## src/rtl/hex_counter_pkg.sv

```systemverilog
// hex_counter_pkg: shared widths and direction constants for the hex digit counter
package hex_counter_pkg;
  localparam int DIGIT_W = 4;
  localparam logic [DIGIT_W-1:0] DIGIT_MAX = 4'hF;
  localparam logic DIR_UP = 1'b1;
  localparam logic DIR_DOWN = 1'b0;
endpackage

```

## src/rtl/hex_digit_counter_if.sv

```systemverilog
// hex_digit_counter_if: button, switch and display-side signals of the hex digit counter
interface hex_digit_counter_if;
  import hex_counter_pkg::*;
  logic load_btn_n;
  logic step_btn_n;
  logic [DIGIT_W-1:0] load_val;
  logic run;
  logic up;
  logic [DIGIT_W-1:0] digit;
  logic wrap;
  logic tick;
  modport master(output load_btn_n, step_btn_n, load_val, run, up, input digit, wrap, tick);
  modport slave(input load_btn_n, step_btn_n, load_val, run, up, output digit, wrap, tick);
endinterface

```

## src/rtl/button_debounce.sv

```systemverilog
// button_debounce: synchronizes and debounces an active-low button, pulsing press on each accepted fall
module button_debounce #(
  parameter int DEBOUNCE_CYCLES = 1_000_000
) (
  input  logic CLOCK_50,
  input  logic KEY0,
  input  logic btn_n,
  output logic press
);
  localparam int CW = $clog2(DEBOUNCE_CYCLES + 1);
  logic sync1, sync2, level;
  logic [CW-1:0] cnt;
  logic accept;
  assign accept = (sync2 != level) && (cnt == CW'(DEBOUNCE_CYCLES - 1));
  always_ff @(posedge CLOCK_50 or negedge KEY0) begin
    if (!KEY0) begin
      sync1 <= 1'b1;
      sync2 <= 1'b1;
      level <= 1'b1;
      cnt   <= '0;
      press <= 1'b0;
    end else begin
      sync1 <= btn_n;
      sync2 <= sync1;
      cnt   <= (sync2 == level || accept) ? '0 : cnt + 1'b1;
      level <= accept ? sync2 : level;
      press <= accept && !sync2;
    end
  end
endmodule

```

## src/rtl/hex_digit_counter.sv

```systemverilog
// hex_digit_counter: up/down hex digit with prescaled auto-count, debounced step/load buttons and wrap pulse
module hex_digit_counter
  import hex_counter_pkg::*;
#(
  parameter int CLK_DIV = 50_000_000,
  parameter int DEBOUNCE_CYCLES = 1_000_000
) (
  input logic CLOCK_50,
  input logic KEY0,
  hex_digit_counter_if.slave bus
);
  localparam int PW = $clog2(CLK_DIV);
  localparam logic [PW-1:0] PMAX = PW'(CLK_DIV - 1);
  logic load_press, step_press;
  logic [PW-1:0] pre;
  logic run_q, tick_q, wrap_q, wrap_n, adv;
  logic [DIGIT_W-1:0] digit_q, digit_n;
  button_debounce #(.DEBOUNCE_CYCLES(DEBOUNCE_CYCLES)) u_load (
    .CLOCK_50(CLOCK_50), .KEY0(KEY0), .btn_n(bus.load_btn_n), .press(load_press)
  );
  button_debounce #(.DEBOUNCE_CYCLES(DEBOUNCE_CYCLES)) u_step (
    .CLOCK_50(CLOCK_50), .KEY0(KEY0), .btn_n(bus.step_btn_n), .press(step_press)
  );
  always_comb begin
    adv     = step_press || tick_q;
    digit_n = load_press ? bus.load_val :
              adv ? (bus.up == DIR_UP ? digit_q + 4'd1 : digit_q - 4'd1) : digit_q;
    wrap_n  = !load_press && adv && (bus.up == DIR_UP ? digit_q == DIGIT_MAX : digit_q == '0);
  end
  // the first sampled-high cycle holds the prescaler at 0, so a fresh run waits a full period plus one
  always_ff @(posedge CLOCK_50 or negedge KEY0) begin
    if (!KEY0) begin
      run_q   <= 1'b0;
      pre     <= '0;
      tick_q  <= 1'b0;
      digit_q <= '0;
      wrap_q  <= 1'b0;
    end else begin
      run_q   <= bus.run;
      pre     <= (!bus.run || !run_q || pre == PMAX) ? '0 : pre + 1'b1;
      tick_q  <= bus.run && run_q && pre == PMAX;
      digit_q <= digit_n;
      wrap_q  <= wrap_n;
    end
  end
  assign bus.digit = digit_q;
  assign bus.wrap  = wrap_q;
  assign bus.tick  = tick_q;
endmodule

```

## src/flat_wrapper.sv

```systemverilog
// flat-port wrapper written by rule: the top's interface ports become plain ports
module hex_digit_counter_flat import hex_counter_pkg::*;
#(
  parameter int CLK_DIV = 50_000_000,
  parameter int DEBOUNCE_CYCLES = 1_000_000
)
  (CLOCK_50, KEY0, bus_load_btn_n, bus_step_btn_n, bus_load_val, bus_run, bus_up, bus_digit, bus_wrap, bus_tick);
  hex_digit_counter_if bus_i ();
  input logic CLOCK_50;
  input logic KEY0;
  input wire logic [$bits(bus_i.load_btn_n)-1:0] bus_load_btn_n;
  input wire logic [$bits(bus_i.step_btn_n)-1:0] bus_step_btn_n;
  input wire logic [$bits(bus_i.load_val)-1:0] bus_load_val;
  input wire logic [$bits(bus_i.run)-1:0] bus_run;
  input wire logic [$bits(bus_i.up)-1:0] bus_up;
  output wire logic [$bits(bus_i.digit)-1:0] bus_digit;
  output wire logic [$bits(bus_i.wrap)-1:0] bus_wrap;
  output wire logic [$bits(bus_i.tick)-1:0] bus_tick;
  assign bus_i.load_btn_n = bus_load_btn_n;
  assign bus_i.step_btn_n = bus_step_btn_n;
  assign bus_i.load_val = bus_load_val;
  assign bus_i.run = bus_run;
  assign bus_i.up = bus_up;
  assign bus_digit = bus_i.digit;
  assign bus_wrap = bus_i.wrap;
  assign bus_tick = bus_i.tick;
  hex_digit_counter #(.CLK_DIV(CLK_DIV), .DEBOUNCE_CYCLES(DEBOUNCE_CYCLES)) u_core (.CLOCK_50(CLOCK_50), .KEY0(KEY0), .bus(bus_i));
endmodule
```

## config.mk

```make
export PLATFORM = sky130hd
export DESIGN_NAME = hex_digit_counter_flat
export DESIGN_NICKNAME = d
export VERILOG_FILES = /design/src/rtl/hex_counter_pkg.sv /design/src/rtl/hex_digit_counter_if.sv /design/src/rtl/button_debounce.sv /design/src/rtl/hex_digit_counter.sv /design/src/flat_wrapper.sv
export SDC_FILE = /design/constraint.sdc
export NUM_CORES = 1
export LEC_CHECK = 0
export CAP_MARGIN = 20
export CORE_MARGIN = 2
export CORE_UTILIZATION = 45
export DETAILED_ROUTE_END_ITERATION = 8
export PLACE_DENSITY = 0.69
export SLEW_MARGIN = 20
export SYNTH_ARGS = -nofsm -noshare
export SYNTH_HDL_FRONTEND = slang
export SYNTH_SLANG_ARGS = --single-unit
```

## constraint.sdc

```tcl
create_clock -name CLOCK_50 -period 2.9 [get_ports CLOCK_50]
set_input_delay 0.29 -clock CLOCK_50 [delete_from_list [all_inputs] [get_ports CLOCK_50]]
set_output_delay 0.29 -clock CLOCK_50 [all_outputs]
set_load 0.005 [all_outputs]
```

======== Word level (Yosys, flattened, before mapping) ========
Cells that the tools add are included.
word-level totals
  word-level logic and storage cells ...... 55
  register bits after elaboration ......... 81
  input bits .............................. 10
cells by class
  $add $sub $neg .......................... 5
  reductions and logical operators ........ 20
  eq/ne operators ......................... 8
  muxes and demuxes ....................... 7
operators by type and width
  kind                                                                 number
  20-bit by 1-bit adder with 20-bit output (second input constant)     2
  20-bit == test (second input constant)                               2
  20-bit two-way mux                                                   2
  26-bit by 1-bit adder with 26-bit output (second input constant)     1
  26-bit == test (second input constant)                               1
  26-bit two-way mux                                                   1
  4-bit two-way mux                                                    3
  1-bit logical AND                                                    8
  1-bit logical NOT                                                    5
  1-bit logical OR                                                     5
  4-bit by 1-bit adder with 4-bit output (second input constant)       1
  4-bit == test (second input constant)                                1
  4-bit logical NOT                                                    1
  4-bit by 1-bit subtractor with 4-bit output (second input constant)  1
  1-bit == test                                                        2
  1-bit inequality test                                                2
  2-bit nonzero test                                                   1
  1-bit two-way mux                                                    1

======== Depth between registers and ports, before layout ========
Gate-level depths: netlist of run 1.
  depth after elaboration ................. 4
  mapped depth ............................ 6
  depth with buffers taken out ............ 6

======== Hierarchy ========
A second synthesis of run 1 with hierarchy kept.
unflattened totals
  cells, all modules ...................... 399
  area, all modules ....................... 4097.7 µm²
modules (own cells, without submodules)
  module             area each (µm²)  cells each  sequential area each (µm²)  instances
  button_debounce    1129.8           109         604.3                       2
  hex_digit_counter  1838.0           181         825.8                       1

======== Least setup slack after synthesis of run 1 ========
OpenSTA, ideal clock, no wires.
  path type ............................... reg2reg
  from .................................... register u_core.u_step.cnt[0]
  to ...................................... register u_core.u_step.cnt[18]
  buffers on the path ..................... 1
  arrival time ............................ 1.923 ns
  library setup time ...................... 0.073 ns
  setup slack ............................. 0.904 ns
  data required time ...................... 2.827 ns
  cell stages (with the launch flop) ...... 7
  period minus slack after synthesis ...... 1.996 ns
  cells stage by stage .................... dfrtp_1 -> ha_1 -> nand2_4 -> or4_1 -> buf_2 -> or4_4 -> a21oi_2
between the ends
  word-level cells in the longest chain between the ends .. 4
  elaborated cells on any way between the ends .. 5
ends and longest elaborated chain
  element                                                                                           line                   RTL
  from (decl)                                                                                       button_debounce.sv:12  logic [CW-1:0] cnt;
  from (signal assigned)                                                                            button_debounce.sv:25  cnt <= (sync2 == level || accept) ? '0 : cnt + 1'b1;
  parallel branches: the longest is 3 deep, another holds 20-bit by 1-bit adder with 20-bit output  --
  20-bit two-way mux (*)                                                                            button_debounce.sv:25
Every way passes the cells marked *.
A chain may end at the register's enable or synchronous reset.

======== Worst setup path in the final report of run 1 ========
Same ends and word-level chain as after synthesis.

==> impl_metrics.yaml, run 1 <==
worst_setup_path:
  r2r_start: "u_core.u_step.cnt[0]"
  required_ps: 3180
  critPathCaptureType: "register"
  path_class: "reg2reg"
  start_kind: "register"
  rr_worst_depth: 5
  crit_arrival_ps: 2430
  reg2reg_to: "u_core.u_step.cnt[18]"
  path_max_fanout: 7
  rrSetupSlack_ps: 750
synth:
  synth.distinct_cells: 43
  syn_area_mm2: 0.00401
  ys.flop_type: "dfrtp_1"
  synth_simple_gate_area_frac: 0.262
  netlist_instances: 408
  synth_xor_area_frac: 0.0830
  synth_seq_cells: 81
  synth_seq_area_share: 0.508
  synthMuxAreaShare: 0.00812
  synth_fa_ha_area_frac: 0.0237
  postSynthAreaPerCell_um2: 9.82
  synth_top_family_by_area: "simple AND/OR/NAND/NOR gates"
  syn_nets: 425
  synth_compound_area_frac: 0.0909
  synth_edf_count: 0
  async_flop_share: 1.00
  ys.warnings.count: 0
placed_design:
  port_buffers: 15
  place_inst: 521
  hpwl_mm: 5.13
  gp_congestion: 0.823
  placed_area_mm2: 0.00427
clock_tree:
  cts_setup_buffers: 0
  ctsLongestPathBuffers: 2
  cts_max_level: 3
  cts_sinks: 81
  root_buffer: "clkbuf_8"
  cts_tree: "built"
  cts_inserted_buffers: 9
  holdBufCountCts: 0
  ctsResizeCount: 0
  clk_latency_ps: 350
  cts.reportedPaths.clkPinSlew_ps: 90
sta:
  slew_headroom: 0.523
  fmax_ghz: 0.465
  slew_violations: 0
  hold_violations: 29
  whs_ps: -32.9
  fin_crit_sh: 0.742
  fin_worst_skew_ps: 12.4
  finalSetupViolCount: 0
  final.min_clock_period_ps: 2150
  tns_ps: 0
  rsz0062_at_grt: "no"
  worst_pin_slew_ps: 716
routing:
  avgRoutedWirePerCell_um: 14.0
  vias: 3005
  firstDrtPassIters: 6
  drc: 0
  vias_per_cell: 5.60
  wirelength_mm: 7.54
  ant_nets: 0
  drtIter0Drc: 107
outcome:
  failed_checks: "negative hold slack"
  status: "finished with violations"
floorplan:
  initial_core_util: 0.462
  die_y_um: 98.4
  die_area_mm2: 0.00968
  ioPinCount: 16
  coreArea_mm2: 0.00868
  die_width_um: 98.4
  fp-row-count: 34
power_and_ir_drop:
  power.density_mw_per_mm2: 482
  ir_worst_vdd_mv: 0.420
  leakagePower_nw: 1.72
finish:
  drive_gt1_frac: 0.0909
  n_antenna_cell: 0
  nets: 441
  final_area_mm2: 0.00449
  fin_util: 0.518
  fin_cells: 537
  syn_to_final_growth_pct: 12.1
grt:
  antenna_found_initial: 0
  grt_pass1_wl_mm: 13.5
  grt_use_total: 0.167
  grt_max_degree: 82
  overflow: 0
  grt_pass1_vias: 2977
flow_run:
  max_cap_viol_count: 0
worst_hold_path:
  min_path_type: "in2async"
==> worst max-delay path, stage by stage (launching register included) <==
cell and delay [ps]:
dfrtp_1 390, ha_1 290, nand2_4 70, or4_1 670, or4_4 530, a21oi_2 140
==> layer usage <==
| metal | track usage | vias up | routed length (um) |
|---|---|---|---|
| met3 | 0.0408 | 8 | 238 |
| li1 | - | 1496 | - |
| met4 | 0.0379 | 0 | 73 |
| met5 | 0 | - | 0 |
| met1 | 0.215 | 1463 | 3500 |
| met2 | 0.286 | 38 | 3730 |
==> cells in the final DEF (no fill, tap or decap), drive strengths merged, types with 4 or more instances in the layout <==
master          n
or4            16
clkdlybuf4s50  14
dfstp           6
nor2           45
clkbuf         12
and3            6
nor3           11
ha              6
xor2           15
o31ai          11
a21oi          27
nor4           12
xnor2          23
nand4           8
inv            13
or3            19
dfrtp          75
nand3          28
o21ai          21
nand2          29
buf             4
==> metrics by stage <==
| stage | setup slack (ps) | power (W) |
|---|---|---|
| final | 749 | 0.00216 |
| after global routing | 638 | 0.00225 |
| after CTS | 756 | 0.00219 |
| after detailed placement | 779 | 0.00127 |
| after global placement | 832 | 0.00127 |
| after floorplan | 904 | 0.00122 |
==> cells in the mapped netlist (2+ instances only) <==
cell	count	share of area
o21ai_0	21	0.026
or4_1	14	0.026
or3_1	19	0.030
dfrtp_1	75	0.47
or4b_1	3	0.0075
nor3_1	11	0.014
nor2_1	45	0.042
nand2_1	28	0.026
mux2_2	2	0.0056
ha_1	6	0.019
nor4b_1	2	0.0044
o31ai_1	11	0.021
inv_1	12	0.011
a21oi_1	26	0.032
nand3_1	24	0.030
and4_1	2	0.0044
and3_1	5	0.0078
nand3_2	4	0.010
a21o_1	2	0.0037
nor4_1	12	0.019
nand4_1	8	0.012
and4b_1	2	0.0050
or4_4	2	0.0056
xnor2_1	23	0.050
buf_2	4	0.0050
dfstp_2	6	0.039
xor2_1	15	0.033
clkbuf_1	8	0.0075
nor3b_1	2	0.0037
==> kinds of logic after synthesis <==
group	after synthesis
AO/OA/AOI/OAI	64
AND/OR/NAND/NOR	190
buffers and inverters	25
adder cells (fa/ha/maj)	7
XOR/XNOR	38
flip-flops	81
multiplexers	3
==> state kept, by name, indices dropped and copies added (netlist names), 4 cells and up <==
name / cells
u_core.bus.digit: 4
u_core.u_step.cnt: 20
u_core.pre: 26
u_core.u_load.cnt: 20
==> report_power, final <==
| group | switching (W) | leakage (nW) | internal (W) |
|---|---|---|---|
| clock network | 0.000404 | 0.107 | 0.000513 |
| registers | 0.0000131 | 1.09 | 0.00114 |
| logic | 0.0000553 | 0.525 | 0.0000348 |
==> area by class of cell <==
class,count,area [um^2]
tap,108,135
timing repair buffer,18,174
multi-input combinational,302,1880
clock buffer,12,145
sequential,81,2030
fill,786,4180
inverter,12,45.0
clock inverter,4,76.3
==> worst max-delay path by stage <==
stage / start / to / slack, ps / cells after the start
2_1_floorplan: u_core.u_step.cnt[0] / u_core.u_step.cnt[18] / 900 / 6
3_3_place_gp: u_core.u_step.cnt[0] / u_core.u_step.cnt[18] / 830 / 5
3_5_place_dp: u_core.u_step.cnt[0] / u_core.u_step.cnt[18] / 780 / 5
4_1_cts: u_core.u_step.cnt[0] / u_core.u_step.cnt[18] / 760 / 5
5_1_grt: u_core.u_step.cnt[0] / u_core.u_step.cnt[18] / 640 / 5
6_report: u_core.u_step.cnt[0] / u_core.u_step.cnt[18] / 750 / 5
(Power assumes the default switching activity.)
==> run 2, diff against run 1 <==
--- a/config.mk
+++ b/config.mk
@@ -9,7 +9,7 @@
 export CORE_MARGIN = 2
 export CORE_UTILIZATION = 45
 export DETAILED_ROUTE_END_ITERATION = 8
-export PLACE_DENSITY = 0.69
+export PLACE_DENSITY = 0.71
 export SLEW_MARGIN = 20
 export SYNTH_ARGS = -nofsm -noshare
 export SYNTH_HDL_FRONTEND = slang
==> constraint.sdc (replaced) <==
create_clock -name CLOCK_50 -period 1.8 [get_ports CLOCK_50]
set_input_delay 0.18 -clock CLOCK_50 [delete_from_list [all_inputs] [get_ports CLOCK_50]]
set_output_delay 0.18 -clock CLOCK_50 [all_outputs]
set_load 0.005 [all_outputs]
==> impl_metrics.yaml, run 2 (synthesized netlist as in run 1, its figures left out) <==
outcome:
  status: "finished with violations"
  failed_checks: "negative setup slack"
worst_setup_path:
  slowest_delay_ps: 470
  critPathCaptureType: "register"
  crit_chain: "ha_2 > and3_4 > or4b_4 > or4_1 > a21oi_1"
  required_ps: 2080
  crit_slowest_cell: "or4_1"
  r2r_start: "u_core.pre[1]"
  crit_arrival_ps: 2200
  critPathLaunch: "u_core.pre[1]"
  path_max_fanout: 5
  path_class: "reg2reg"
  start_kind: "register"
  path_buf_inv: 0
  critical_path.top_delay_family: "simple AND/OR/NAND/NOR gates"
sta:
  slew_headroom: 0.633
  fin_crit_sh: 1.07
  fmax_ghz: 0.520
  whs_ps: 227
  slew_violations: 0
  worst_pin_slew_ps: 551
  rsz0062_at_grt: "yes"
  fin_worst_skew_ps: 9.61
  tns_ps: -666
  fin_ws_ps: -123
  hold_violations: 0
  final.min_clock_period_ps: 1920
  finalSetupViolCount: 12
routing:
  vias_per_cell: 5.53
  firstDrtPassIters: 4
  ant_nets: 0
  wirelength_mm: 9.06
  drtIter0Drc: 152
  avgRoutedWirePerCell_um: 14.8
  vias: 3391
  drc: 0
grt:
  grt_pass1_wl_mm: 14.5
  antenna_found_initial: 0
  grt_pass1_vias: 3253
  grt_max_degree: 40
  overflow: 0
  grt_use_total: 0.184
finish:
  layout_commonest_cell: "dfrtp_1"
  n_antenna_cell: 0
  nets: 517
  multiInputGateArea_mm2: 0.00208
  fin_cells: 613
  layout_common_cells: "dfrtp_1, buf_4, nor2_1, nand2_1, xnor2_1"
  regArea_mm2: 0.00204
  num-fill-cells: 727
  biggestRegsByFlops: "u_core.pre (26), u_core.u_load.cnt (20), u_core.u_step.cnt (20)"
  drive_gt1_frac: 0.297
  syn_to_final_growth_pct: 31.7
  largest_reg_flops: 26
  regMostFlops: "u_core.pre"
  final_area_mm2: 0.00528
clock_tree:
  root_buffer: "clkbuf_8"
  cts_sinks: 81
  ctsLongestPathBuffers: 2
  cts_max_level: 3
  cts.reportedPaths.clkPinSlew_ps: 80
  cts_tree: "built"
  clk_latency_ps: 350
  cts_inserted_buffers: 9
placed_design:
  gp_congestion: 0.854
  port_buffers: 15
  placed_area_mm2: 0.00479
  place_inst: 583
  hpwl_mm: 5.88
  place_ws_ps: -179
floorplan:
  die_y_um: 98.4
  ioPinCount: 16
  coreArea_mm2: 0.00868
  fp-row-count: 34
  die_area_mm2: 0.00968
  die_width_um: 98.4
  initial_core_util: 0.462
power_and_ir_drop:
  leakagePower_nw: 2.13
  power.density_mw_per_mm2: 638
  ir_worst_vdd_mv: 0.304
flow_run:
  max_cap_viol_count: 0
worst_hold_path:
  min_path_type: "in2reg"
  min-delay-start: "bus_step_btn_n"
run 2: per-layer routing:
layer / up-vias / GRT usage / wire (um)
li1: 1656 / - / -
met1: 1665 / 0.241 / 4090
met4: 0 / 0.0822 / 187
met2: 54 / 0.301 / 4460
met3: 16 / 0.0322 / 320
met5: - / 0 / 0
run 2: path summary, 6_finish.rpt:
path                                            end  slack (ps)  cells after the start
worst max-delay path                 u_core.pre[24]        -120                      5
worst min-delay path            u_core.u_step.sync1         230                      1
worst max register to register       u_core.pre[24]        -120                      5
worst min register to register  u_core.u_load.sync2         350                      0
max in group asynchronous       u_core.u_step.level         840                      3
min in group asynchronous            u_core.pre[19]         350                      2
run 2: timing repair:
| action | in CTS | in global routing |
|---|---|---|
| cloned | 1 | 2 |
| hold buffers | 1 | 0 |
| gates resized for setup | 8 | 44 |
| pin swaps | 2 | 13 |
| hold endpoints to repair | 34 | 0 |
| endpoints found under the setup margin | 20 | 61 |
| buffers inserted | 2 | 8 |
run 2: final cells by class:
type,instances,area share
sequential,81,0.386
multi-input combinational,303,0.393
clock buffer,13,0.0282
inverter,12,0.00854
tap,108,0.0256
timing repair buffer,93,0.151
clock inverter,3,0.00759
run 2: through the flow:
stage	util	total power, W
6_report	0.608	0.00337
5_1_grt	0.608	0.00351
4_1_cts	0.580	0.00339
3_5_place_dp	0.552	0.00208
3_3_place_gp	0.552	0.00207
2_1_floorplan	-	0.00197
run 2: where the power goes:
part	internal (W)	total (W)	switching (W)	leakage, nW
registers	0.00184	0.00186	0.0000211	1.08
clock network	0.000677	0.00130	0.000627	0.0974
logic	0.0000948	0.000200	0.000105	0.952
total	0.00262	0.00337	0.000753	2.13
==> variant: new RTL, config.mk and constraints of run 2 <==
`DEBOUNCE_CYCLES` is set to 1_000_000 in 3 places; all go to 500_000.
--- a/src/rtl/button_debounce.sv
+++ b/src/rtl/button_debounce.sv
@@ -1,6 +1,6 @@
 // button_debounce: synchronizes and debounces an active-low button, pulsing press on each accepted fall
 module button_debounce #(
-  parameter int DEBOUNCE_CYCLES = 1_000_000
+  parameter int DEBOUNCE_CYCLES = 500_000
 ) (
   input  logic CLOCK_50,
   input  logic KEY0,
--- a/src/rtl/hex_digit_counter.sv
+++ b/src/rtl/hex_digit_counter.sv
@@ -3,7 +3,7 @@
   import hex_counter_pkg::*;
 #(
   parameter int CLK_DIV = 50_000_000,
-  parameter int DEBOUNCE_CYCLES = 1_000_000
+  parameter int DEBOUNCE_CYCLES = 500_000
 ) (
   input logic CLOCK_50,
   input logic KEY0,
--- a/src/flat_wrapper.sv
+++ b/src/flat_wrapper.sv
@@ -2,7 +2,7 @@
 module hex_digit_counter_flat import hex_counter_pkg::*;
 #(
   parameter int CLK_DIV = 50_000_000,
-  parameter int DEBOUNCE_CYCLES = 1_000_000
+  parameter int DEBOUNCE_CYCLES = 500_000
 )
   (CLOCK_50, KEY0, bus_load_btn_n, bus_step_btn_n, bus_load_val, bus_run, bus_up, bus_digit, bus_wrap, bus_tick);
   hex_digit_counter_if bus_i ();
Behaviour: same outputs for any inputs over 10 cycles, from zero or initial values; that may be too few to reach the edited logic, so the function may still have changed.
==> variant against run 2 <==
- global-route usage fell by 0.83 points
- routed wire length fell by 8.8%
- sequential cell count fell by 2
- power fell by 0.65%
- setup slack improved by 130 ps
- largest cell class is now flip-flops and latches
- synthesized area fell by 0.66%
- design area fell by 6.7%
- critical endpoint is now u_core.pre[16]$_DFF_PN0_
- worst hold slack improved by 14 ps
==> variant: results (changes against run 2) <==
- The data arrival time of the critical path was 2020 ps (was 2200 ps).
- The mean post-synth cell area is 10.0 sq um (was 9.82 sq um).
- The total power draw is 3.35 mW (was 3.37 mW).
- The static leakage is 1.93 nW (was 2.13 nW).
- The total routing usage reported by global routing was 17.6% (was 18.4%).
- The post-synthesis sequential area ratio is 49.8% (was 50.8%).
- The routability congestion estimate came to 0.866 (was 0.854).
- The worst setup slack before clock tree synthesis was 1.34 ps (was -179 ps).
- The cell with the biggest individual delay on the critical path is or4_4 (was or4_1).
- The clock skew was 22.9 ps (was 9.61 ps).
- The largest stage delay on the critical path is 560 ps (was 470 ps).
- The overall via count from detail_route is 3220 (was 3391).
- The maximum fanout along the worst path came to 9 (was 5).
- The net count after synthesis is 415 (was 425).
- The routed length on met1 was 3920 um (was 4090 um).
- Status: complete, no violations (was complete, but fails checks).
- Synth top cells by count: dfrtp_1 (73), nor2_1 (49), nand3_1 (28) (was dfrtp_1 (75), nor2_1 (45), nand2_1 (28)).
- The number of different library cells in the post-synthesis netlist came to 46 (was 43).
- The global-route track usage on met1 was 23.6% (was 24.1%).
- The global-route track usage on met2 was 28.8% (was 30.1%).
- The post-cts resize count is 2 (was 8).
- The wire length of the first global-routing pass is 14100 um (was 14500 um).
- The worst voltage drop across the vdd grid is 0.332 mV (was 0.304 mV).
- The sequential cell area is 1990 sq um (was 2040 sq um).
- The met2 wire length is 3920 um (was 4460 um).
- Dominant cells by area after synthesis: dfrtp_1 (46%), xnor2_1 (4.8%), nor2_1 (4.6%) (was dfrtp_1 (47%), xnor2_1 (5.0%), nor2_1 (4.2%)).
- The wire length on met3 was 276 um (was 320 um).
- The number of filler cells placed in the layout came to 755 (was 727).
- The proportion of layout cells with a drive suffix above 1 came to 20.0% (was 29.7%).
- The final HPWL from detailed placement is 5560 um (was 5880 um).
- The routing usage on met3 is 2.65% (was 3.22%).
- The via density per instance was 5.63 (was 5.53).
- The final net count is 476 (was 517).
- The placed cell count is 545 (was 583).
- The average wire per cell in the routed design is 14.4 um (was 14.8 um).
[variant: worst paths after layout]
path                                                from                         endpoint  slack [ps]  depth (start not counted)
max reg2reg                     u_core.pre[16]$_DFF_PN0_         u_core.pre[16]$_DFF_PN0_           5                          5
max in group asynchronous                           KEY0    u_core.u_step.sync1$_DFF_PN1_         890                          3
min in group asynchronous                           KEY0  u_core.u_load.cnt[15]$_DFF_PN0_         250                          2
max                             u_core.pre[16]$_DFF_PN0_         u_core.pre[16]$_DFF_PN0_           5                          5
min                                       bus_step_btn_n    u_core.u_step.sync1$_DFF_PN1_         240                          1
min reg2reg                u_core.u_load.sync1$_DFF_PN1_    u_core.u_load.sync2$_DFF_PN1_         360                          0
[variant: cells by family (layout without fill, tap and decap cells)]
group | after synthesis | count (layout) | share of synthesized area [%]
AND/OR/NAND/NOR | 193 | 193 | 26.7
flip-flops | 79 | 79 | 49.8
AO/OA/AOI/OAI | 56 | 56 | 8.96
XOR/XNOR | 40 | 40 | 8.80
buffers and inverters | 20 | 86 | 2.45
adder cells (fa/ha/maj) | 7 | 7 | 2.39
multiplexers | 3 | 3 | 0.817
[variant: final cells by class]
type                            instances  share of cell area (%)
Sequential cell                        79                    40.3
Multi-Input combinational cell        299                    40.3
Timing Repair Buffer                   59                    11.7
Clock buffer                           11                    2.87
Tap cell                              108                    2.75
Clock inverter                          5                    1.19
Inverter                               11                   0.839
[variant: worst max-delay path: cells and delay by family, from the launching register on]
| family | cells | cell delay [ps] |
|---|---|---|
| buffers and inverters | 1 | 160 |
| flip-flops | 1 | 410 |
| AO/OA/AOI/OAI | 2 | 280 |
| AND/OR/NAND/NOR | 2 | 820 |
